## config.mk

```make
export PLATFORM = sky130hd
export DESIGN_NAME = digit_scan_sequencer
export DESIGN_NICKNAME = d
export VERILOG_FILES = /design/src/rtl/scan_pkg.sv /design/src/rtl/onehot_shift_dec.sv /design/src/rtl/digit_scan_sequencer.sv
export SDC_FILE = /design/constraint.sdc
export NUM_CORES = 1
export LEC_CHECK = 0
export ABC_AREA = 0
export BUFFER_PORTS_ARGS = -buffer_cell sky130_fd_sc_hd__buf_2
export CAP_MARGIN = 5
export CORE_MARGIN = 5
export CORE_UTILIZATION = 57
export DETAILED_ROUTE_END_ITERATION = 8
export GPL_TIMING_DRIVEN = 0
export PLACE_DENSITY = 0.87
export SKIP_LAST_GASP = 1
export SYNTH_ARGS = -nofsm -noshare
export SYNTH_HDL_FRONTEND = slang
export SYNTH_SLANG_ARGS = --single-unit
```

## constraint.sdc

```tcl
create_clock -name clk -period 6.4 [get_ports clk]
set_input_delay 1.6 -clock clk [delete_from_list [all_inputs] [get_ports clk]]
set_output_delay 1.6 -clock clk [all_outputs]
set_load 0.01 [all_outputs]
```

## src/rtl/scan_pkg.sv

```systemverilog
// -----------------------------------------------------------------------------
// scan_pkg
//   Shared definitions for the digit scan sequencer: FSM state type, default
//   parameter values and the cyclic "next enabled index" search.
// -----------------------------------------------------------------------------
package scan_pkg;

  typedef enum logic [1:0] {
    IDLE   = 2'd0,
    ACTIVE = 2'd1,
    BLANK  = 2'd2
  } scan_state_e;

  localparam int DEF_SEL_W     = 2;
  localparam int DEF_DWELL     = 4;
  localparam int DEF_BLANK_CYC = 1;

  // Widest select the search helper supports; callers zero-extend into it.
  localparam int MAX_SEL_W = 5;
  localparam int MAX_N     = 32;

  // Cyclic priority pick: first set bit of mask strictly above cur, wrapping
  // from n-1 to 0, with cur itself checked last. Iterating from the far end
  // lets the nearest hit overwrite earlier ones. Returns cur if mask is empty.
  function automatic logic [MAX_SEL_W-1:0] next_enabled(
    input logic [MAX_N-1:0]     mask,
    input logic [MAX_SEL_W-1:0] cur,
    input int                   n
  );
    logic [MAX_SEL_W-1:0] pick;
    int                   idx;
    pick = cur;
    for (int i = n; i >= 1; i--) begin
      idx = (int'(cur) + i) % n;
      if (mask[idx[MAX_SEL_W-1:0]]) begin
        pick = idx[MAX_SEL_W-1:0];
      end else begin
        pick = pick;
      end
    end
    return pick;
  endfunction

endpackage

```

## src/rtl/onehot_shift_dec.sv

```systemverilog
// -----------------------------------------------------------------------------
// onehot_shift_dec
//   Binary-to-one-hot shift decoder: onehot = 1 << idx.
//   Ports:
//     idx     in   SEL_W        binary index
//     onehot  out  1<<SEL_W     decoded one-hot word
// -----------------------------------------------------------------------------
module onehot_shift_dec #(
  parameter int SEL_W = 2
) (
  input  logic [SEL_W-1:0]      idx,
  output logic [(1<<SEL_W)-1:0] onehot
);

  localparam int N = 1 << SEL_W;

  assign onehot = N'(1) << idx;

endmodule

```

## src/rtl/digit_scan_sequencer.sv

```systemverilog
// -----------------------------------------------------------------------------
// digit_scan_sequencer
//   Time-multiplexed select generator. Steps a binary select index through the
//   mask-enabled outputs, holding each for DWELL cycles with BLANK_CYC cycles of
//   blanking in between, and also presents the decoded one-hot select.
//   Ports:
//     clk         in   1      rising-edge clock
//     rst         in   1      synchronous active-high reset
//     en          in   1      run enable; low forces IDLE
//     mask        in   N      per-index scan enable
//     sel         out  SEL_W  current select index (registered)
//     onehot      out  N      1<<sel while ACTIVE, else zero (registered)
//     blank       out  1      high whenever onehot is zero (registered)
//     frame_done  out  1      one-cycle pulse when the scan wraps (registered)
// -----------------------------------------------------------------------------
module digit_scan_sequencer
  import scan_pkg::*;
#(
  parameter int SEL_W     = DEF_SEL_W,
  parameter int DWELL     = DEF_DWELL,
  parameter int BLANK_CYC = DEF_BLANK_CYC
) (
  input  logic                  clk,
  input  logic                  rst,
  input  logic                  en,
  input  logic [(1<<SEL_W)-1:0] mask,
  output logic [SEL_W-1:0]      sel,
  output logic [(1<<SEL_W)-1:0] onehot,
  output logic                  blank,
  output logic                  frame_done
);

  localparam int N         = 1 << SEL_W;
  localparam int MAX_CYC   = (DWELL > BLANK_CYC) ? DWELL : BLANK_CYC;
  localparam int CNT_W     = (MAX_CYC < 1) ? 1 : $clog2(MAX_CYC + 1);
  localparam bit HAS_BLANK = (BLANK_CYC > 0);
  localparam logic [CNT_W-1:0] DWELL_LAST = CNT_W'(DWELL - 1);
  localparam logic [CNT_W-1:0] BLANK_LAST = HAS_BLANK ? CNT_W'(BLANK_CYC - 1) : '0;

  scan_state_e          state_r;
  logic [CNT_W-1:0]     cnt_r;
  logic [MAX_N-1:0]     mask_ext_s;
  logic [MAX_SEL_W-1:0] sel_ext_s;
  logic [MAX_SEL_W-1:0] pick_s;
  logic [SEL_W-1:0]     target_s;
  logic [N-1:0]         dec_s;
  logic                 mask_any_s;

  // Index to enter next: lowest set bit from IDLE, else next set bit above sel.
  always_comb begin
    mask_ext_s            = '0;
    mask_ext_s[N-1:0]     = mask;
    sel_ext_s             = '0;
    sel_ext_s[SEL_W-1:0]  = sel;
    mask_any_s            = |mask;
    if (state_r == IDLE) begin
      // Searching from N-1 makes index 0 the first candidate.
      pick_s = next_enabled(mask_ext_s, MAX_SEL_W'(N - 1), N);
    end else begin
      pick_s = next_enabled(mask_ext_s, sel_ext_s, N);
    end
    target_s = pick_s[SEL_W-1:0];
  end

  onehot_shift_dec #(
    .SEL_W (SEL_W)
  ) u_dec (
    .idx    (target_s),
    .onehot (dec_s)
  );

  // Scan FSM with all outputs registered alongside the state.
  always_ff @(posedge clk) begin
    if (rst) begin
      state_r    <= IDLE;
      cnt_r      <= '0;
      sel        <= '0;
      onehot     <= '0;
      blank      <= 1'b1;
      frame_done <= 1'b0;
    end else if (!en) begin
      // sel deliberately holds its last value while disabled.
      state_r    <= IDLE;
      cnt_r      <= '0;
      onehot     <= '0;
      blank      <= 1'b1;
      frame_done <= 1'b0;
    end else begin
      frame_done <= 1'b0;
      case (state_r)
        IDLE: begin
          cnt_r <= '0;
          if (mask_any_s) begin
            state_r <= ACTIVE;
            sel     <= target_s;
            onehot  <= dec_s;
            blank   <= 1'b0;
          end else begin
            onehot <= '0;
            blank  <= 1'b1;
          end
        end
        ACTIVE: begin
          if (cnt_r == DWELL_LAST) begin
            cnt_r <= '0;
            if (HAS_BLANK) begin
              state_r <= BLANK;
              onehot  <= '0;
              blank   <= 1'b1;
            end else if (!mask_any_s) begin
              state_r <= IDLE;
              onehot  <= '0;
              blank   <= 1'b1;
            end else begin
              // Without blanking the advance happens straight out of ACTIVE.
              sel        <= target_s;
              onehot     <= dec_s;
              frame_done <= (target_s <= sel);
            end
          end else begin
            cnt_r <= cnt_r + CNT_W'(1);
          end
        end
        BLANK: begin
          if (cnt_r == BLANK_LAST) begin
            cnt_r <= '0;
            if (!mask_any_s) begin
              state_r <= IDLE;
              onehot  <= '0;
              blank   <= 1'b1;
            end else begin
              state_r    <= ACTIVE;
              sel        <= target_s;
              onehot     <= dec_s;
              blank      <= 1'b0;
              frame_done <= (target_s <= sel);
            end
          end else begin
            cnt_r <= cnt_r + CNT_W'(1);
          end
        end
        default: begin
          state_r <= IDLE;
          cnt_r   <= '0;
          onehot  <= '0;
          blank   <= 1'b1;
        end
      endcase
    end
  end

endmodule
```

# Yosys cells after proc, flatten, opt, wreduce, memory -nomap -nowiden
# Cells that the tools add are included.
# op_classes
n_div	0
n_eq_ne	6
n_reduce_logical	13
add_sub_neg	5
mux	35
n_bitwise	8
magnitude_cmp	5
n_mul	0
n_shift	1
# ops
operator	count
less-than comparator 5 x 6 -> 1 bit, second input constant	4
two-way mux 2 bit	12
binary-select mux 1 bit (select 3 bit)	4
two-way mux 4 bit	3
one-hot mux 4 bit (3 select lines)	1
OR reduction 2 bit	5
two-way mux 1 bit	9
two-way mux 3 bit	2
inequality test 2 bit, second input constant	3
one-hot mux 2 bit (3 select lines)	1
one-hot mux 3 bit (2 select lines)	1
AND reduction 3 bit	2
OR reduction 5 bit	1
adder 2 x 1 -> 2 bit, second input constant	2
adder 2 bit, second input constant	2
AND 1 bit, first input constant	4
inverter 1 bit	4
one-hot mux 2 bit (2 select lines)	1
OR reduction 4 bit	1
<< shifter 1 x 2 -> 4 bit, first input constant	1
adder 3 x 1 -> 3 bit, second input constant	1
equality test 3 x 2 -> 1 bit, second input constant	1
zero test 3 bit	1
one-hot mux 1 bit (3 select lines)	1
6 further kinds	6
# word_totals
inputBits	7
rom_bits	0
ramBits	0
register_bits	13
latch_bits	0
out_inout_bits	8
memories	0

# Longest topological paths before layout
# Gate-level depths: netlist of run 1.
# logic_depth
word_depth	14
mapped_depth	11
mapped_depth_nobuf	10

# By module
# A second synthesis of run 1 with hierarchy kept.
# unflattened
cells_unflattened	105
hier_area_um2	903.4
# modules_own_cells
module	area_each_um2	instances	cells_each
digit_scan_sequencer	877.1	1	101
onehot_shift_dec	26.3	1	4

# Worst setup path before layout of run 1
# No wires, ideal clock.
# synth_path
kind	input to register
startpoint	in mask[1]
endpoint	reg frame_done
stages	7
arrival_time_ns	2.920
slack_ns	3.420
n_path_buf	0
t_required_ns	6.340
path_cell_list	nor2b_1 > a222oi_1 > and2_1 > ha_1 > nor2b_1 > o21ai_0 > and3_1
# synth_via
elab_chain_cells	8
word_cells_on_any_way	19
cone_classes	order compare (1); mux (15); bitwise (1); reduce/logical (2)
# synth_rtl
item	line	text
start: declaration	digit_scan_sequencer.sv:26	input logic [(1<<SEL_W)-1:0] mask,
binary-select mux 1 bit (select 3 bit)	scan_pkg.sv:35	if (mask[idx[MAX_SEL_W-1:0]]) begin
two-way mux 1 bit (not written as such)	scan_pkg.sv:35	
two-way mux 2 bit (4 in a row)	scan_pkg.sv:35	
two-way mux 2 bit *	digit_scan_sequencer.sv:56	if (state_r == IDLE) begin
via pick_s[1]	digit_scan_sequencer.sv:44	logic [MAX_SEL_W-1:0] pick_s;
<= comparator 2 bit *	digit_scan_sequencer.sv:136	frame_done <= (target_s <= sel);
end signal: assignment	digit_scan_sequencer.sv:118	frame_done <= (target_s <= sel);
end signal: assignment	digit_scan_sequencer.sv:136	
end: declaration	digit_scan_sequencer.sv:30	output logic frame_done
# Mark *: on every way through the listed nets, which the timed path passes. The rest lies on a longest branch. The select of a mux whose other input is x is not followed.
# A chain may end at the register's enable or synchronous reset.

# Worst setup path in the final report of run 1
# Ends and elaborated chain as after synthesis.

==> results of run 1 <==
## cell families after synthesis
family,share of synthesized area (%)
mux,2.511
simple gates,24.37
fa+ha+maj,14.77
buf+inv,6.794
flops,30.72
compound gates,20.83
## stage by stage
step	hold WS (ns)	util [%]	setup slack (ns)
6_report	0.4445	66.27	3.384
3_5_place_dp	0.4413	64.46	3.125
4_1_cts	0.4529	66.27	3.405
2_1_floorplan	0.4173	-	3.420
3_3_place_gp	0.4239	64.46	3.126
5_1_grt	0.4894	66.27	3.150
## state kept, by name, summed over array words and instances (netlist names)
name,flops
cnt_r,3
sel,2
blank,1
state_r,2
frame_done,1
onehot,4
## per-layer routing
metal / vias to the layer above / share of wire (%) / routed length (um) / global-route usage, %
met5: - / 0 / 0 / 0
met3: 2 / 6.6 / 109 / 3.067
met2: 18 / 50 / 819 / 25.22
li1: 384 / - / - / -
met1: 353 / 42 / 693 / 16.76
met4: 0 / 1.4 / 23 / 5.381
## placed cells by master, fill, tap and decap left out, types with 2 or more instances in the layout
cell type  netlist  routed
ha_1            10      10
buf_2            1      15
a221oi_1         2       2
clkbuf_4         0       3
a31o_1           2       2
a21o_1           2       2
dfxtp_1         13      13
nor2b_1          5       5
and3_1           4       4
a21oi_1          2       2
nand3_1          5       5
nor3_1           2       2
nor2_1           9       9
o21ai_0          3       3
nand2b_1         3       3
a2111oi_2        2       2
o31ai_1          2       2
inv_1           10      10
nand2_1          4       4
## how the worst max path moves through the flow
stage | slack (ns) | endpoint
floorplan | 3.42 | frame_done
global placement | 3.13 | frame_done
detailed placement | 3.12 | frame_done
CTS | 3.41 | frame_done
global route | 3.15 | frame_done
finish | 3.38 | frame_done
## layout make-up
type	count	area share, %
repair buffers	14	7.273
plain buffers	2	1.688
multi-input cells	71	54.94
flip-flops and latches	13	27.01
inverters	11	4.286
clock buffers	4	2.727
well taps	16	2.078
## report_power, final
part	total [mW]	switching [mW]	internal, mW	leakage [nW]
clock network	0.0509	0.0266	0.0242	0.0150
logic	0.0412	0.0234	0.0178	0.314
registers	0.0872	0.00307	0.0841	0.106
==> summary.md, run 1 <==
| Metric | Value |
|---|---|
| Buffers plus inverters on the worst setup path | 1 |
| Area leader, netlist | dfxtp_1 |
| Number of buffers created by CTS | 3 |
| Worst path arrival time | ~3.3 ns |
| Total track usage | 14.36% |
| Largest delay share family, worst path | simple AND/OR/NAND/NOR gates |
| Hold Violations, Final | 0 |
| Avg WL per Cell | roughly 13 um |
| R2R Setup Slk | slightly above 4 ns |
| Reg2reg end | frame_done |
| Hold_sp | cnt_r[0] |
| Final period utilization | 47.13% |
| Share of layout cells above drive strength 1 | a little over a fifth |
| Die area | 2357 um2 |
| Number of synthesized flops with an enable pin | 0 |
| Fin cells | 131 |
| Cts hold-fix bufs | 0 |
| Mean Syn Cell Area | just under 9 um2 |
| Synth Instances | 97 |
| Critical path type | in -> reg |
| Min Tclk post-route | between 3 and 4 ns |
| Setup total negative slack | 0 ns |
| DP Area | between 900 and 1000 um2 |
| Grt total ovfl | 0 |
| Layout Nets | roughly 130 |
| Hold Path Class | reg -> reg |
| Via Count | between 700 and 800 |
| FFs w/ async S/R, synth | 0% |
| Fin. max-slew vios | 0 |
| Area share of the largest cell type after synthesis | a little under a third |
| CP startpoint | mask[1] |
| Vias in the first global route | slightly above 700 |
| Most frequent cell after synthesis | dfxtp_1 |
| WP data required | between 6 and 7 ns |
| Crit-path most repeated cell | nor2b_1 |
| Min-Delay Endpoint | cnt_r[0] |
| Area Growth Syn to Fin | 13.74% |
| Critical path capture point type | register |
| Cells on Worst Hold Path | 1 |
| Fillers | approximately 120 |
| Final wirelength | 1646 um |
| Multi-input logic area | around 530 um2 |
| Core Footprint | around 1500 um2 |
| CTS Buffer Depth | 2 |
| Largest net degree at the start of global routing | 10 |
| Lkg Pwr | roughly 0.43 nW |
| Clk_skew | around 0.00089 ns |
| Detail Route Antenna Nets | 0 |
| Diodes inserted | 0 |
| Initial DRC count | 17 |
| Postcts setup bufs | 0 |
| CTS tree | built |
| Worst R2R Path Depth | 10 |
| First-pass GRT wire length | 2856 um |
| RD Place Congestion | ~0.8 |
| Run status | finished clean |
| Port bufs | 14 |
| Slowest library cell on the worst path | a222oi_1 |
| Syn nets | 114 |
| #FFs+latches synth | 13 |
| Clock root cell | clkbuf_4 |
| CP Launch Type | primary input |
| Via-to-Cell Ratio | just under 6 |
| Max Clock Freq | ~330 MHz |
| # clock sinks | 13 |
| H-tree depth | 1 |
| YS warnings | 0 |
| Seq. cell area | between 200 and 300 um2 |
| Final instance area | 963.4 um2 |
| Initial antenna violation count | 0 |
| Synth unique cells | 34 |
| DRT Pass-1 Iters | 4 |
| Peak VDD IR | between 100 and 150 uV |
| Row count | 14 |
| Worst-path fanout max | 7 |
| Unrepaired setup endpoints after global routing | no |
| Synth top area cells | dfxtp_1 31%, ha_1 15%, inv_1 4.4% |
| Pwr Density | between 150 and 200 nW/um2 |
| Die span in y | slightly below 50 um |
| Number of primary I/O pins | 15 |
| Power after layout | about 180 uW |
| # setup viols final | 0 |
| Post-Syn Area | 847.1 um2 |
| Slew HR | 61.41% |
| Worst r2r src | state_r[0] |
| CP max stage delay | roughly 0.5 ns |
| Critical-path cell list | buf_2 > nor2b_1 > a222oi_1 > and2_1 > ha_1 > nor2b_1 > o21ai_0 > and3_1 |
| Detail Placement HPWL | ~1300 um |
| Ys flop type | dfxtp_1 |
| Starting Density | between 50% and 60% |
| Tightest Pin Transition | roughly 0.57 ns |
| Levels on crit path | 8 |
| PostCTS Resize Cnt | 0 |
| Clock-pin slew on the worst setup and hold paths | 0.07 ns |
| Remaining routing DRC violations | 0 |
| Clk_lat worst skew | 0.28 ns |
| Seq/Total Area, Yosys | 30.72% |
| MaxCap Viol Count | 0 |
| Inst Count DP | about 130 |
| Width of the die | about 49 um |
| Synth top cells by count | 13 x dfxtp_1, 10 x ha_1, 10 x inv_1, 9 x nor2_1 |
Power figures use the tool's default switching activity.
==> run 2: changes to the inputs <==
--- a/config.mk
+++ b/config.mk
@@ -9,10 +9,10 @@
 export BUFFER_PORTS_ARGS = -buffer_cell sky130_fd_sc_hd__buf_2
 export CAP_MARGIN = 5
 export CORE_MARGIN = 5
-export CORE_UTILIZATION = 57
+export CORE_UTILIZATION = 48
 export DETAILED_ROUTE_END_ITERATION = 8
 export GPL_TIMING_DRIVEN = 0
-export PLACE_DENSITY = 0.87
+export PLACE_DENSITY = 0.79
 export SKIP_LAST_GASP = 1
 export SYNTH_ARGS = -nofsm -noshare
 export SYNTH_HDL_FRONTEND = slang
==> constraint.sdc (replaced) <==
create_clock -name clk -period 2.6 [get_ports clk]
set_input_delay 0.65 -clock clk [delete_from_list [all_inputs] [get_ports clk]]
set_output_delay 0.65 -clock clk [all_outputs]
set_load 0.01 [all_outputs]
==> summary.md, run 2 (same netlist as run 1, synthesis figures left out) <==
| Metric | Value |
|---|---|
| Run status | finished clean (unchanged) |
| Unrepaired setup endpoints after global routing | no (unchanged) |
| Number of primary I/O pins | 15 (unchanged) |
| Setup total negative slack | 0 ns (unchanged) |
| Tightest Pin Transition | 0.6060 ns (was 0.5741 ns) |
| Largest net degree at the start of global routing | 10 (unchanged) |
| Clk_skew | 0.001912 ns (was 0.0008905 ns) |
| PostCTS Resize Cnt | 0 (unchanged) |
| First-pass GRT wire length | 3118 um (was 2856 um) |
| Most common cell after layout, fill and taps aside | buf_2 (unchanged) |
| Clock-pin slew on the worst setup and hold paths | 0.08 ns (was 0.07 ns) |
| Hold Violations, Final | 0 (unchanged) |
| Worst r2r src | state_r[0] (unchanged) |
| RD Place Congestion | 0.8132 (was 0.8218) |
| Fin. max-slew vios | 0 (unchanged) |
| Seq. cell area | 260.3 um2 (unchanged) |
| Number of buffers created by CTS | 3 (unchanged) |
| Via Count | 774 (was 757) |
| Final wirelength | 1760 um (was 1646 um) |
| Most frequent cells in the layout | 15 x buf_2, 13 x dfxtp_1, 10 x inv_1, 10 x ha_1, 9 x nor2_1 (unchanged) |
| Critical-path cell list | inv_1 > ha_1 > buf_2 > a21o_1 > a222oi_1 > and2_1 > ha_1 > nor2b_1 > o21ai_0 > and3_1 (was buf_2 > nor2b_1 > a222oi_1 > and2_1 > ha_1 > nor2b_1 > o21ai_0 > and3_1) |
| Cts hold-fix bufs | 0 (unchanged) |
| CTS Buffer Depth | 2 (unchanged) |
| Levels on crit path | 10 (was 8) |
| Layout Nets | 133 (unchanged) |
| Die span in y | 52.01 um (was 48.55 um) |
| MaxCap Viol Count | 0 (unchanged) |
| Total track usage | 14.57% (was 14.36%) |
| Crit-path most repeated cell | ha_1 (was nor2b_1) |
| Pwr Density | 453.1 nW/um2 (was 186.0 nW/um2) |
| Grt total ovfl | 0 (unchanged) |
| Final period utilization | between 80% and 90% |
| CP startpoint | state_r[0] (was mask[1]) |
| Diodes inserted | 0 (unchanged) |
| CTS tree | built (unchanged) |
| Buffers plus inverters on the worst setup path | 2 (was 1) |
| DRT Pass-1 Iters | 5 (was 4) |
| Core Footprint | 1708 um2 (was 1454 um2) |
| Max Clock Freq | about 430 MHz |
| Vias in the first global route | 777 (was 711) |
| WP data required | 2.82 ns (was 6.63 ns) |
| Via-to-Cell Ratio | 5.529 (was 5.779) |
| Width of the die | 52.01 um (was 48.55 um) |
| Lkg Pwr | 0.4370 nW (was 0.4342 nW) |
| CP Launch Type | register (was primary input) |
| Critical path capture point type | register (unchanged) |
| Clock root cell | clkbuf_4 (unchanged) |
| Peak VDD IR | 368.0 uV (was 113.6 uV) |
| H-tree depth | 1 (unchanged) |
| Fillers | 154 (was 124) |
| Worst-path fanout max | 9 (was 7) |
| Worst path arrival time | 2.55 ns (was 3.25 ns) |
| Starting Density | 49.60% (was 58.26%) |
| Clk_lat worst skew | 0.27 ns (was 0.28 ns) |
| Share of layout cells above drive strength 1 | 22.61% (was 21.74%) |
| Initial antenna violation count | 0 (unchanged) |
| Detail Placement HPWL | 1354 um (was 1333 um) |
| # setup viols final | 0 (unchanged) |
| Port bufs | 14 (unchanged) |
| Hold_sp | cnt_r[0] (unchanged) |
| Avg WL per Cell | 12.57 um (was 12.56 um) |
| Worst R2R Path Depth | 10 (unchanged) |
| Area Growth Syn to Fin | 15.21% (was 13.74%) |
| Hold Path Class | reg -> reg (unchanged) |
| Critical path type | reg -> reg (was in -> reg) |
| Slew HR | 59.26% (was 61.41%) |
| Power after layout | 442.2 uW (was 179.2 uW) |
| Multi-input logic area | 529.3 um2 (unchanged) |
| # clock sinks | 13 (unchanged) |
| Cells on Worst Hold Path | 1 (unchanged) |
| Detail Route Antenna Nets | 0 (unchanged) |
| Top reg by flops | onehot (unchanged) |
| Largest registers | onehot (4), cnt_r (3) (unchanged) |
| CP max stage delay | 0.43 ns (was 0.51 ns) |
| Slowest library cell on the worst path | a222oi_1 (unchanged) |
| Row count | 15 (was 14) |
| Initial DRC count | 29 (was 17) |
| Remaining routing DRC violations | 0 (unchanged) |
| Postcts setup bufs | 0 (unchanged) |
| Die area | 2705 um2 (was 2357 um2) |
| Core Util, Final | 57.14% (was 66.27%) |
| Largest delay share family, worst path | compound AO/OA/AOI/OAI gates (was simple AND/OR/NAND/NOR gates) |
| Min Tclk post-route | approximately 2.3 ns |
| Largest register FFs | 4 (unchanged) |
-- run 2: cell types whose count changed in the layout (fill, tap and decap cells not counted) --
| cell | before | now |
|---|---|---|
| clkbuf_1 | 1 | 0 |
| clkinv_2 | 0 | 1 |
-- run 2: path summary, 6_finish.rpt --
kind	endpoint	slack, ns
setup / recovery	frame_done	0.28
hold / removal	cnt_r[0]	0.47
setup reg to reg	frame_done	0.28
hold reg to reg	cnt_r[0]	0.47
-- run 2: area by class of cell --
| cell class | count | share of cell area, % |
|---|---|---|
| clock buffer | 3 | 2.308 |
| clock inverter | 1 | 0.5128 |
| multi-input combinational | 71 | 54.23 |
| sequential | 13 | 26.67 |
| timing repair buffer | 14 | 7.179 |
| tap | 25 | 3.205 |
| buffer | 2 | 1.667 |
| inverter | 11 | 4.231 |
-- run 2: per-layer routing --
layer  routed length (um)  GRT usage, %  up-vias  part of all wire, %
met5                    0             0        -                    0
met4                   17         3.493        0                 0.97
met3                  120         3.438        6                  6.8
met2                  833         24.06       31                   47
met1                  788         18.95      354                   45
li1                     -             -      383                    -
-- run 2: report_power, final --
group / total, mW / leakage, nW / switching [mW] / internal, mW
clock: 0.124 / 0.0177 / 0.0675 / 0.0569
combinational: 0.103 / 0.314 / 0.0595 / 0.0440
sequential: 0.214 / 0.106 / 0.00735 / 0.207
total: 0.442 / 0.437 / 0.134 / 0.308
-- run 2: per-stage QoR --
stage	cell area (um2)	cells	setup slack (ns)	hold slack (ns)
4_1_cts	975.9	140	0.2701	0.4731
6_report	975.9	140	0.2753	0.4724
2_1_floorplan	847.1	97	0.5442	0.4173
5_1_grt	975.9	140	0.1216	0.5011
3_3_place_gp	948.4	136	0.3105	0.4355
3_5_place_dp	948.4	136	0.2543	0.4567
-- run 2: worst reg2reg max path, cell delays in order, from the launching register on --
cell and delay (ns):
dfxtp_1 0.38, inv_1 0.09, ha_1 0.20, buf_2 0.17, a21o_1 0.16, a222oi_1 0.43
and2_1 0.23, ha_1 0.24, nor2b_1 0.13, o21ai_0 0.11, and3_1 0.15
